### src/rtl/vga_fb_fetch_arbiter_if.sv
// Signal bundle between the VGA line-fetch arbiter, its timing generator, the pixel writer,
// the framebuffer RAM and the ping-pong line buffer.
interface vga_fb_fetch_arbiter_if #(
  parameter int ADDR_W = 17,
  parameter int DATA_W = 32
);
  logic              line_req;
  logic [8:0]        line_idx;
  logic              busy;
  logic              done;
  logic              underrun;
  logic              wr_valid;
  logic              wr_ready;
  logic [ADDR_W-1:0] wr_addr;
  logic [DATA_W-1:0] wr_data;
  logic [ADDR_W-1:0] ram_addr;
  logic              ram_we;
  logic [DATA_W-1:0] ram_wdata;
  logic [DATA_W-1:0] ram_rdata;
  logic              lb_we;
  logic              lb_bank;
  logic [7:0]        lb_addr;
  logic [DATA_W-1:0] lb_wdata;

  modport slave (
    input  line_req, line_idx, wr_valid, wr_addr, wr_data, ram_rdata,
    output busy, done, underrun, wr_ready, ram_addr, ram_we, ram_wdata,
           lb_we, lb_bank, lb_addr, lb_wdata
  );

  modport master (
    output line_req, line_idx, wr_valid, wr_addr, wr_data, ram_rdata,
    input  busy, done, underrun, wr_ready, ram_addr, ram_we, ram_wdata,
           lb_we, lb_bank, lb_addr, lb_wdata
  );
endinterface

### src/rtl/vga_fb_fetch_arbiter.sv
// Shares a single-port framebuffer RAM between the scan-line prefetcher and a pixel writer,
// copying one line into a ping-pong line buffer with writer slots interleaved on a fixed schedule.
module vga_fb_fetch_arbiter #(
  parameter int H_WORDS = 160,
  parameter int V_LINES = 480,
  parameter int ADDR_W  = 17,
  parameter int DATA_W  = 32,
  parameter int WR_SLOT = 4
) (
  input logic                   dclk,
  input logic                   clr_n,
  vga_fb_fetch_arbiter_if.slave bus
);
  localparam logic [1:0] IDLE  = 2'd0;
  localparam logic [1:0] FETCH = 2'd1;
  localparam logic [1:0] DRAIN = 2'd2;

  localparam int                SLOT_W   = (WR_SLOT < 1) ? 1 : $clog2(WR_SLOT + 1);
  localparam logic [7:0]        N_WORDS  = 8'(H_WORDS);
  localparam logic [7:0]        LAST_IDX = 8'(H_WORDS - 1);
  localparam logic [SLOT_W-1:0] SLOT_MAX = SLOT_W'(WR_SLOT);
  localparam logic [ADDR_W-1:0] STRIDE   = ADDR_W'(H_WORDS);
  localparam logic [9:0]        LINE_LIM = 10'(V_LINES);
  localparam logic              SLOT_EN  = (WR_SLOT != 0);

  logic [1:0]        state_reg;
  logic [ADDR_W-1:0] base_reg;
  logic [7:0]        rd_cnt_reg;
  logic [SLOT_W-1:0] slot_cnt_reg;
  logic              drain_cnt_reg;
  logic              bank_reg;
  logic              underrun_reg;

  logic [ADDR_W-1:0] ram_addr_reg;
  logic              ram_we_reg;
  logic [DATA_W-1:0] ram_wdata_reg;
  logic              p1_vld_reg, p2_vld_reg;
  logic [7:0]        p1_idx_reg, p2_idx_reg;
  logic              lb_we_reg;
  logic              done_reg;
  logic [7:0]        lb_addr_reg;
  logic [DATA_W-1:0] lb_wdata_reg;

  logic fetch_open, slot_open, wr_ready, wr_accept, rd_issue, req_ok;

  // FETCH lingers one cycle after the final read decision while that address sits on the RAM bus.
  assign fetch_open = (state_reg == FETCH) && (rd_cnt_reg != N_WORDS);
  assign slot_open  = SLOT_EN && fetch_open && (slot_cnt_reg == SLOT_MAX);
  assign wr_ready   = (state_reg == IDLE) || (state_reg == DRAIN) || slot_open;
  assign wr_accept  = bus.wr_valid && wr_ready;
  assign rd_issue   = fetch_open && !wr_accept;
  assign req_ok     = bus.line_req && (state_reg == IDLE) && ({1'b0, bus.line_idx} < LINE_LIM);

  always_ff @(posedge dclk or negedge clr_n) begin
    if (!clr_n) begin
      state_reg     <= IDLE;
      base_reg      <= '0;
      rd_cnt_reg    <= '0;
      slot_cnt_reg  <= '0;
      drain_cnt_reg <= 1'b0;
      bank_reg      <= 1'b0;
      underrun_reg  <= 1'b0;
    end else begin
      underrun_reg <= bus.line_req && (state_reg != IDLE);
      case (state_reg)
        IDLE: begin
          if (req_ok) begin
            state_reg    <= FETCH;
            base_reg     <= ADDR_W'(bus.line_idx) * STRIDE;
            bank_reg     <= bus.line_idx[0];
            rd_cnt_reg   <= '0;
            slot_cnt_reg <= '0;
          end
        end
        FETCH: begin
          if (rd_issue) begin
            rd_cnt_reg <= rd_cnt_reg + 8'd1;
            if (slot_cnt_reg != SLOT_MAX)
              slot_cnt_reg <= slot_cnt_reg + SLOT_W'(1);
          end else if (wr_accept) begin
            slot_cnt_reg <= '0;
          end
          if (!fetch_open) begin
            state_reg     <= DRAIN;
            drain_cnt_reg <= 1'b0;
          end
        end
        DRAIN: begin
          drain_cnt_reg <= 1'b1;
          if (drain_cnt_reg)
            state_reg <= IDLE;
        end
        default: state_reg <= IDLE;
      endcase
    end
  end

  // RAM issue stage followed by a two-deep tag pipe that lines up with the RAM read latency.
  always_ff @(posedge dclk or negedge clr_n) begin
    if (!clr_n) begin
      ram_addr_reg  <= '0;
      ram_we_reg    <= 1'b0;
      ram_wdata_reg <= '0;
      p1_vld_reg    <= 1'b0;
      p1_idx_reg    <= '0;
      p2_vld_reg    <= 1'b0;
      p2_idx_reg    <= '0;
      lb_we_reg     <= 1'b0;
      done_reg      <= 1'b0;
      lb_addr_reg   <= '0;
      lb_wdata_reg  <= '0;
    end else begin
      if (wr_accept) begin
        ram_addr_reg  <= bus.wr_addr;
        ram_we_reg    <= 1'b1;
        ram_wdata_reg <= bus.wr_data;
      end else begin
        ram_we_reg <= 1'b0;
        if (rd_issue)
          ram_addr_reg <= base_reg + ADDR_W'(rd_cnt_reg);
      end
      p1_vld_reg <= rd_issue;
      p1_idx_reg <= rd_cnt_reg;
      p2_vld_reg <= p1_vld_reg;
      p2_idx_reg <= p1_idx_reg;
      lb_we_reg  <= p2_vld_reg;
      done_reg   <= p2_vld_reg && (p2_idx_reg == LAST_IDX);
      if (p2_vld_reg) begin
        lb_addr_reg  <= p2_idx_reg;
        lb_wdata_reg <= bus.ram_rdata;
      end
    end
  end

  assign bus.busy      = (state_reg != IDLE);
  assign bus.done      = done_reg;
  assign bus.underrun  = underrun_reg;
  assign bus.wr_ready  = wr_ready;
  assign bus.ram_addr  = ram_addr_reg;
  assign bus.ram_we    = ram_we_reg;
  assign bus.ram_wdata = ram_wdata_reg;
  assign bus.lb_we     = lb_we_reg;
  assign bus.lb_bank   = bank_reg;
  assign bus.lb_addr   = lb_addr_reg;
  assign bus.lb_wdata  = lb_wdata_reg;
endmodule
### src/flat_wrapper.sv
// flat-port wrapper written by rule: the top's interface ports become plain ports
module vga_fb_fetch_arbiter_flat 
#(
  parameter int H_WORDS = 160,
  parameter int V_LINES = 480,
  parameter int ADDR_W  = 17,
  parameter int DATA_W  = 32,
  parameter int WR_SLOT = 4
)
  (dclk, clr_n, bus_line_req, bus_line_idx, bus_wr_valid, bus_wr_addr, bus_wr_data, bus_ram_rdata, bus_busy, bus_done, bus_underrun, bus_wr_ready, bus_ram_addr, bus_ram_we, bus_ram_wdata, bus_lb_we, bus_lb_bank, bus_lb_addr, bus_lb_wdata);
  vga_fb_fetch_arbiter_if #(.ADDR_W(ADDR_W), .DATA_W(DATA_W)) bus_i ();
  input logic dclk;
  input logic clr_n;
  input wire logic [$bits(bus_i.line_req)-1:0] bus_line_req;
  input wire logic [$bits(bus_i.line_idx)-1:0] bus_line_idx;
  input wire logic [$bits(bus_i.wr_valid)-1:0] bus_wr_valid;
  input wire logic [$bits(bus_i.wr_addr)-1:0] bus_wr_addr;
  input wire logic [$bits(bus_i.wr_data)-1:0] bus_wr_data;
  input wire logic [$bits(bus_i.ram_rdata)-1:0] bus_ram_rdata;
  output wire logic [$bits(bus_i.busy)-1:0] bus_busy;
  output wire logic [$bits(bus_i.done)-1:0] bus_done;
  output wire logic [$bits(bus_i.underrun)-1:0] bus_underrun;
  output wire logic [$bits(bus_i.wr_ready)-1:0] bus_wr_ready;
  output wire logic [$bits(bus_i.ram_addr)-1:0] bus_ram_addr;
  output wire logic [$bits(bus_i.ram_we)-1:0] bus_ram_we;
  output wire logic [$bits(bus_i.ram_wdata)-1:0] bus_ram_wdata;
  output wire logic [$bits(bus_i.lb_we)-1:0] bus_lb_we;
  output wire logic [$bits(bus_i.lb_bank)-1:0] bus_lb_bank;
  output wire logic [$bits(bus_i.lb_addr)-1:0] bus_lb_addr;
  output wire logic [$bits(bus_i.lb_wdata)-1:0] bus_lb_wdata;
  assign bus_i.line_req = bus_line_req;
  assign bus_i.line_idx = bus_line_idx;
  assign bus_i.wr_valid = bus_wr_valid;
  assign bus_i.wr_addr = bus_wr_addr;
  assign bus_i.wr_data = bus_wr_data;
  assign bus_i.ram_rdata = bus_ram_rdata;
  assign bus_busy = bus_i.busy;
  assign bus_done = bus_i.done;
  assign bus_underrun = bus_i.underrun;
  assign bus_wr_ready = bus_i.wr_ready;
  assign bus_ram_addr = bus_i.ram_addr;
  assign bus_ram_we = bus_i.ram_we;
  assign bus_ram_wdata = bus_i.ram_wdata;
  assign bus_lb_we = bus_i.lb_we;
  assign bus_lb_bank = bus_i.lb_bank;
  assign bus_lb_addr = bus_i.lb_addr;
  assign bus_lb_wdata = bus_i.lb_wdata;
  vga_fb_fetch_arbiter #(.H_WORDS(H_WORDS), .V_LINES(V_LINES), .ADDR_W(ADDR_W), .DATA_W(DATA_W), .WR_SLOT(WR_SLOT)) u_core (.dclk(dclk), .clr_n(clr_n), .bus(bus_i));
endmodule
### config.mk
export PLATFORM = sky130hd
export DESIGN_NAME = vga_fb_fetch_arbiter_flat
export DESIGN_NICKNAME = d
export VERILOG_FILES = /design/src/rtl/vga_fb_fetch_arbiter_if.sv /design/src/rtl/vga_fb_fetch_arbiter.sv /design/src/flat_wrapper.sv
export SDC_FILE = /design/constraint.sdc
export NUM_CORES = 1
export LEC_CHECK = 0
export CAP_MARGIN = 20
export CORE_ASPECT_RATIO = 0.8
export CORE_MARGIN = 2
export CORE_UTILIZATION = 41
export DETAILED_ROUTE_END_ITERATION = 10
export GPL_TIMING_DRIVEN = 0
export PLACE_DENSITY = 0.79
export SLEW_MARGIN = 10
export SYNTH_ARGS = -nofsm -noshare
export SYNTH_HDL_FRONTEND = slang
export SYNTH_SLANG_ARGS = --single-unit
### constraint.sdc
create_clock -name dclk -period 2.3 [get_ports dclk]
set_clock_uncertainty 0.05 [all_clocks]
set_input_delay 0.345 -clock dclk [delete_from_list [all_inputs] [get_ports dclk]]
set_output_delay 0.345 -clock dclk [all_outputs]
set_load 0.1 [all_outputs]
==> flow_metrics.env, run 1 <==
export IMPL_track_usage_pct=19.2
export IMPL_met1_usage_pct=23.6
export IMPL_synth_area_per_cell_um2=12.8
export IMPL_crit_path_end_kind="output port"
export IMPL_use_met2_pct=31.8
export IMPL_routedWlPerCell_um=16.2
export IMPL_num_vias=4331
export IMPL_antenna_left=0
export IMPL_insertion_delay_ns=0.41
export IMPL_die_h_um=111
export IMPL_period_share_pct=97.7
export IMPL_layout_common_cells="dfrtp_1 (134), clkdlybuf4s50_1 (93), dlygate4sd2_1 (82)"
export IMPL_synthArstFlopShare_pct=100
export IMPL_layout_drive_gt1_share_pct=20.1
export IMPL_io_pins=190
export IMPL_vias_per_cell=5.01
export IMPL_initial_core_util_pct=41.5
export IMPL_rsz0062_at_grt="true"
export IMPL_synth_top_family_by_area="multiplexers"
export IMPL_synth_seq_cells=137
export IMPL_syn_to_final_growth_pct=47.0
export IMPL_drt_initial_drc_count=162
export IMPL_hpwlAfterDp_um=10200
export IMPL_ys_warn_count=0
export IMPL_synth_top_area_share_pct=58.5
export IMPL_crit_required_ns=1.90
export IMPL_cap_violations=0
export IMPL_outcome="finished clean"
export IMPL_synth_area_mux_share_pct=16.8
export IMPL_slowest_delay_ns=1.12
export IMPL_critPathTopFamily="buffers and inverters"
export IMPL_path_clk_slew_ns=0.06
export IMPL_cts_root_buf="clkbuf_16"
export IMPL_htree_levels=4
export IMPL_grtUsageMet3_pct=6.77
export IMPL_antenna_diode_count=0
export IMPL_overflow=0
export IMPL_relSlewSlack_pct=33.9
export IMPL_syn_inst=456
export IMPL_rows=39
export IMPL_max_clock_path_buffers=2
export IMPL_die_x_um=138
export IMPL_synth_cell_types=47
export IMPL_timing_critical_path_buf_inv=1
export IMPL_synth_compound_area_share_pct=6.90
export IMPL_cp_slowest_cell="clkdlybuf4s50_1"
export IMPL_synth_area_leaders="dfrtp_1 (59%), mux2_2 (14%), ha_1 (4.5%)"
export IMPL_dpl_worst_slack_ns=-0.631
export IMPL_setup_slack_ns=0.0530
export IMPL_r2r_cells=8
export IMPL_worst_pin_slew_ns=0.996
export IMPL_gp_congestion=0.837
export IMPL_dr_pass1_iters=4
export IMPL_hold_viol=0
export IMPL_synthAdderAreaFrac_pct=5.17
export IMPL_crit_chain="clkdlybuf4s50_1"
export IMPL_cp_depth=1
export IMPL_coreArea_um2=14100
export IMPL_path_max_fanout=1
export IMPL_grt_pass1_vias=4506
export IMPL_synth_area_um2=5860
export IMPL_setup_viol=0
export IMPL_post_route_drc_count=0
export IMPL_synthSimpleGateAreaFrac_pct=8.41
export IMPL_antenna_found_initial=0
export IMPL_syn_num_nets=573
export IMPL_grt_first_pass_wirelength_um=22500
export IMPL_synthXorXnorAreaFrac_pct=2.24
export IMPL_slew_viol_final=0
export IMPL_synth_seq_area_share_pct=58.5
export IMPL_period_minus_slack_ns=2.25
export IMPL_hp_class="reg2reg"
export IMPL_ys_flop_type="dfrtp_1"
export IMPL_final_area_um2=8610
export IMPL_synth_edf_count=0
export IMPL_arrival_ns=1.85
export IMPL_whs_path_depth=0
export IMPL_io_buffers=189
export IMPL_cts_tree="done"
export IMPL_cts_buffers=17
export IMPL_die_area_um2=15300
export IMPL_start_kind="flop"
export IMPL_layout_nets=786
export IMPL_grt_start_max_net_pins=96
export IMPL_crit_type="reg2out"
export IMPL_drt_total_wl_um=14000
export IMPL_clock_sinks=137
export IMPL_layout_commonest_cell="dfrtp_1"
export IMPL_post_dp_cell_area_um2=8020
export IMPL_fmax_mhz=445
export IMPL_synth_top_area_cell="dfrtp_1"
export IMPL_grt_most_used_layer="met2"
## cells by family (layout without fill, tap and decap cells)
| family | after synthesis | after routing |
|---|---|---|
| mux | 89 | 89 |
| buf+inv | 28 | 253 |
| xor+xnor | 15 | 15 |
| flops | 137 | 137 |
| fa+ha+maj | 23 | 23 |
| simple gates | 97 | 97 |
| compound gates | 67 | 67 |
## timing repair
| item | in CTS | in global routing |
|---|---|---|
| endpoints found under the hold margin | 42 | 0 |
| hold buffers | 1 | 0 |
| resized for setup | 101 | 25 |
| buffers inserted | 3 | 1 |
| pin swaps | 1 | 3 |
| setup endpoints to repair | 94 | 30 |
## Yosys cell counts (all sizes together) (4+ instances only)
master	number
o21ai	33
inv	9
xor2	7
a211oi	5
and3	5
mux2	73
nor3	4
mux2i	16
or2	4
nand3	9
o31ai	4
clkbuf	9
buf	10
nand2	51
dfrtp	137
ha	21
xnor2	8
a21o	4
nor2	7
a21oi	12
## worst paths after layout
path / slack [ns] / to / from
min in group asynchronous: 0.37 / u_core.bus.lb_wdata[28] / clr_n
max in group asynchronous: 0.98 / u_core.base_reg[5] / clr_n
worst min-delay path: 0.30 / u_core.p2_idx_reg[0] / u_core.p1_idx_reg[0]
worst max-delay path: 0.05 / bus_ram_we / u_core.bus.ram_we
worst min register to register: 0.30 / u_core.p2_idx_reg[0] / u_core.p1_idx_reg[0]
worst max register to register: 0.10 / u_core.rd_cnt_reg[3] / u_core.slot_cnt_reg[0]
## area by class of cell
class                      instances  area (µm²)
timing repair buffer             195        1880
buffer                            18        82.6
inverter                           9        33.8
clock inverter                    13         121
clock buffer                      18         439
multi-input combinational        291        2390
fill                            1102        5490
sequential                       137        3430
tap                              184         230
## per-stage QoR
stage	util [%]	cells	hold slack, ns	setup TNS [ns]
finish	61.1	865	0.298	0
global route	61.1	865	0.310	-0.0769
CTS	60.4	865	0.301	0
detailed placement	56.8	830	0.236	-2.75
global placement	56.6	829	0.284	-592.13
floorplan	-	456	-0.000591	-0.340
## per-layer routing
layer | vias up | wire (µm)
li1 | 2043 | -
met1 | 2129 | 5810
met2 | 145 | 6920
met3 | 14 | 1100
met4 | 0 | 155
met5 | - | 0
Power of run 1 is left out: the tool's default activity adds up to more than one toggle a clock period on the data nets, which glitch-free logic cannot reach.
==> run 2, diff against run 1 <==
- GPL_TIMING_DRIVEN: 0 -> not set
==> run 2 against run 1 <==
Compared with the run above: clock-buffer cell count did not move; cell area down 0.32%; routed wire length is 4.4% lower; worst hold slack about the same; sequential cell count stayed put; utilization shrank 0.20 points; critical path type is now in2reg; register-to-register slack better by 0.06 ns.
==> flow_metrics.env, run 2 (synthesis gave the netlist of run 1 again) <==
export IMPL_outcome="finished clean"
export IMPL_cap_violations=0
export IMPL_final_area_um2=8580
export IMPL_overflow=0
export IMPL_layout_drive_gt1_share_pct=35.4
export IMPL_path_clk_slew_ns=0.05
export IMPL_coreArea_um2=14100
export IMPL_drt_initial_drc_count=158
export IMPL_r2r_cells=5
export IMPL_grt_first_pass_wirelength_um=21200
export IMPL_timing_rr_end="u_core.rd_cnt_reg[3]"
export IMPL_layout_common_cells="dfrtp_1 (136), buf_4 (120), clkdlybuf4s50_1 (91)"
export IMPL_r2r_start="u_core.rd_cnt_reg[6]"
export IMPL_fin_setup_tns_ns=0
export IMPL_track_usage_pct=17.9
export IMPL_routedWlPerCell_um=15.4
export IMPL_whs_path_depth=0
export IMPL_holdCritStartpoint="u_core.p1_vld_reg"
export IMPL_hold_slack_ns=0.298
export IMPL_io_buffers=189
export IMPL_die_area_um2=15300
export IMPL_slew_viol_final=0
export IMPL_dr_pass1_iters=5
export IMPL_setup_viol=0
export IMPL_period_minus_slack_ns=2.21
export IMPL_grt_pass1_vias=4471
export IMPL_io_pins=190
export IMPL_post_route_drc_count=0
export IMPL_gp_congestion=0.791
export IMPL_antenna_diode_count=0
export IMPL_crit_path_end_kind="flop"
export IMPL_fmax_mhz=452
export IMPL_relSlewSlack_pct=48.2
export IMPL_initial_core_util_pct=41.5
export IMPL_layout_nets=791
export IMPL_die_x_um=138
export IMPL_cts_tree="done"
export IMPL_start_kind="input pin"
export IMPL_die_h_um=111
export IMPL_htree_levels=4
export IMPL_antenna_found_initial=0
export IMPL_r2r_slack_ns=0.16
export IMPL_hpwlAfterDp_um=10100
export IMPL_grt_start_max_net_pins=53
export IMPL_crit_required_ns=2.52
export IMPL_cts_root_buf="clkbuf_16"
export IMPL_hold_viol=0
export IMPL_antenna_left=0
export IMPL_path_max_fanout=2
export IMPL_cp_startpoint="bus_line_idx[1]"
export IMPL_insertion_delay_ns=0.41
export IMPL_max_clock_path_buffers=2
export IMPL_cts_buffers=17
export IMPL_arrival_ns=2.44
export IMPL_num_vias=4326
export IMPL_clock_sinks=137
export IMPL_drt_total_wl_um=13400
export IMPL_crit_type="in2reg"
export IMPL_rows=39
export IMPL_period_share_pct=96.3
export IMPL_hp_class="reg2reg"
export IMPL_post_dp_cell_area_um2=7910
export IMPL_vias_per_cell=4.97
export IMPL_hold_end="u_core.p2_vld_reg"
export IMPL_layout_commonest_cell="dfrtp_1"
export IMPL_syn_to_final_growth_pct=46.5
export IMPL_worst_pin_slew_ns=0.773
run 2: cell count changes in the layout (fill, tap and decap cells not counted), moves of 3 or more:
cell and delta:
dlymetal6s2s_1 -10, buf_12 +4, buf_4 +116, buf_2 -3
dlygate4sd2_1 -82, clkinvlp_4 -3, buf_1 -5, clkbuf_1 -7
bufinv_16 +3
run 2: final cells by class:
type	instances	area (µm²)
Multi-Input combinational cell	291	2340
Clock buffer	18	429
Clock inverter	13	193
Tap cell	184	230
Timing Repair Buffer	218	1930
Fill cell	1102	5520
Inverter	9	33.8
Sequential cell	137	3430
run 2: critical path, cell delays in order:
cell             delay, ns
clkdlybuf4s50_1       0.49
ha_1                  0.24
ha_2                  0.20
fa_2                  0.37
a211oi_2              0.30
o21ai_1               0.12
and3_1                0.19
o21ai_1               0.10
o21ai_0               0.08
run 2: through the flow:
step                std cells  utilization (%)  worst slack, ns
floorplan                 456                -           -0.340
global placement          836             56.1           -0.461
detailed placement        836             56.1           -0.570
CTS                       868             60.6           0.0151
global route              870             60.9         -0.00319
finish                    870             60.9           0.0858
run 2: worst max-delay path by stage:
stage                                to  cells past startpoint
floorplan                  bus_wr_ready                      5
global placement    u_core.base_reg[16]                      9
detailed placement  u_core.base_reg[16]                      9
CTS                 u_core.base_reg[16]                      9
global route        u_core.base_reg[16]                      9
finish              u_core.base_reg[16]                      9
run 2: timing repair:
item / in CTS / in global routing
hold endpoints to repair: 49 / 0
endpoints found under the setup margin: 3 / 4
gates resized for setup: 3 / 8
buffers inserted: 0 / 2
pin swaps: 1 / 5
hold buffers: 1 / 0
run 2: layer usage:
layer / GRT usage [%] / share of wire, % / wire length (µm) / up-vias
li1: - / - / - / 2051
met1: 21.3 / 41 / 5490 / 2146
met2: 30.4 / 51 / 6810 / 117
met3: 5.62 / 6.9 / 926 / 12
met4: 6.32 / 1.1 / 149 / 0
met5: 0 / 0 / 0 / -
Power of run 2 is left out for the same reason.
==> run 3, diff against run 2 <==
- PLACE_DENSITY: 0.79 -> 0.82
- clock period: 2.3 -> 1.9 ns (I/O delays scaled with it)
==> run 3 against run 2 <==
Compared with the run above: utilization rose by 3.7 points; first-iteration DRC count rose by 7.0%; the run now ends with setup timing left; critical path depth shrank 4; highest routed layer unchanged; non-clock buffer count is 32 higher; worst setup slack got worse by 0.26 ns; global-route usage rose by 2.7 points; final cell count up 3.6%; register-to-register slack worse by 0.31 ns; sequential cell count stayed put.
==> flow_metrics.env, run 3 (synthesis gave the netlist of run 1 again) <==
export IMPL_outcome="finished with violations"
export IMPL_violations="setup timing"
export IMPL_setup_viol=44
export IMPL_post_place_cells=856
export IMPL_drt_initial_drc_count=169
export IMPL_initial_core_util_pct=41.5
export IMPL_arrival_ns=1.74
export IMPL_layout_nets=823
export IMPL_die_x_um=138
export IMPL_drt_total_wl_um=15400
export IMPL_hold_viol=0
export IMPL_path_max_fanout=3
export IMPL_period_share_pct=109
export IMPL_rows=39
export IMPL_antenna_found_initial=0
export IMPL_slew_viol_final=0
export IMPL_crit_required_ns=1.56
export IMPL_clock_sinks=137
export IMPL_cts_buffers=17
export IMPL_period_minus_slack_ns=2.08
export IMPL_coreArea_um2=14100
export IMPL_grt_start_max_net_pins=55
export IMPL_relSlewSlack_pct=68.0
export IMPL_cts_tree="done"
export IMPL_grt_first_pass_wirelength_um=24100
export IMPL_fin_cells=901
export IMPL_io_pins=190
export IMPL_num_vias=4512
export IMPL_post_route_drc_count=0
export IMPL_max_clock_path_buffers=2
export IMPL_dpl_worst_slack_ns=-0.618
export IMPL_setup_slack_ns=-0.177
export IMPL_layout_common_cells="buf_4 (141), dfrtp_1 (134), clkdlybuf4s50_1 (84)"
export IMPL_grt_pass1_vias=4900
export IMPL_gp_congestion=0.829
export IMPL_fmax_mhz=481
export IMPL_io_buffers=189
export IMPL_layout_drive_gt1_share_pct=43.1
export IMPL_track_usage_pct=20.6
export IMPL_antenna_diode_count=0
export IMPL_rsz0062_at_grt="true"
export IMPL_start_kind="flop"
export IMPL_insertion_delay_ns=0.42
export IMPL_die_h_um=111
export IMPL_crit_type="reg2out"
export IMPL_vias_per_cell=5.01
export IMPL_crit_path_end_kind="output port"
export IMPL_layout_commonest_cell="buf_4"
export IMPL_dr_pass1_iters=4
export IMPL_hpwlAfterDp_um=11100
export IMPL_cap_violations=0
export IMPL_worst_pin_slew_ns=0.480
export IMPL_post_dp_cell_area_um2=8180
export IMPL_routedWlPerCell_um=17.0
export IMPL_hp_class="in2reg"
export IMPL_final_area_um2=9110
export IMPL_cts_root_buf="clkbuf_16"
export IMPL_die_area_um2=15300
export IMPL_antenna_left=0
export IMPL_htree_levels=4
export IMPL_fill_cells=1014
export IMPL_syn_to_final_growth_pct=55.4
export IMPL_overflow=0
export IMPL_path_clk_slew_ns=0.06
run 3: final timing paths:
check | start | cells after the start | end | slack [ns]
max | u_core.rd_cnt_reg[4] | 5 | bus_wr_ready | -0.18
min | bus_line_idx[1] | 3 | u_core.base_reg[6] | 0.08
max reg2reg | u_core.slot_cnt_reg[0] | 7 | u_core.rd_cnt_reg[0] | -0.15
min reg2reg | u_core.p1_vld_reg | 0 | u_core.p2_vld_reg | 0.30
max in group asynchronous | clr_n | 3 | u_core.bus.ram_wdata[3] | 0.80
min in group asynchronous | clr_n | 2 | u_core.bus.lb_wdata[29] | 0.36
run 3: metrics by stage:
stage | TNS, ns | hold WS, ns | util, %
after global routing | -5.42 | 0.0921 | 64.6
after floorplan | -1.11 | -0.0606 | -
after global placement | -6.19 | 0.200 | 58.0
final | -1.55 | 0.0823 | 64.6
after CTS | -0.960 | 0.217 | 63.6
after detailed placement | -8.12 | 0.209 | 58.0
run 3: worst max-delay path, stage by stage (launching register included):
cell and delay (ns):
dfrtp_1 0.43, or3b_4 0.43, nor2_4 0.13, buf_6 0.12
o31ai_4 0.06, buf_12 0.17
run 3: layout make-up:
| class | instances | area [µm²] | area share [%] |
|---|---|---|---|
| clock buffers | 19 | 443 | 4.86 |
| multi-input cells | 291 | 2570 | 28.2 |
| repair buffers | 250 | 2250 | 24.7 |
| flip-flops and latches | 137 | 3430 | 37.7 |
| clock inverters | 11 | 150 | 1.65 |
| well taps | 184 | 230 | 2.53 |
| inverters | 9 | 33.8 | 0.371 |
run 3: what timing repair did:
action                                 in CTS  in global routing
hold buffers                                1                  0
endpoints found under the hold margin      47                  0
setup buffers                              11                  4
gates resized for setup                    37                 25
pin swaps                                  11                 14
setup endpoints to repair                  60                 64
run 3: routing by layer:
metal | GRT usage [%] | wire length [µm] | vias up
li1 | - | - | 2109
met2 | 35.5 | 7720 | 172
met5 | 0 | 0 | -
met3 | 6.26 | 1160 | 33
met4 | 8.52 | 361 | 0
met1 | 23.6 | 6110 | 2198
Power of run 3 is left out for the same reason.
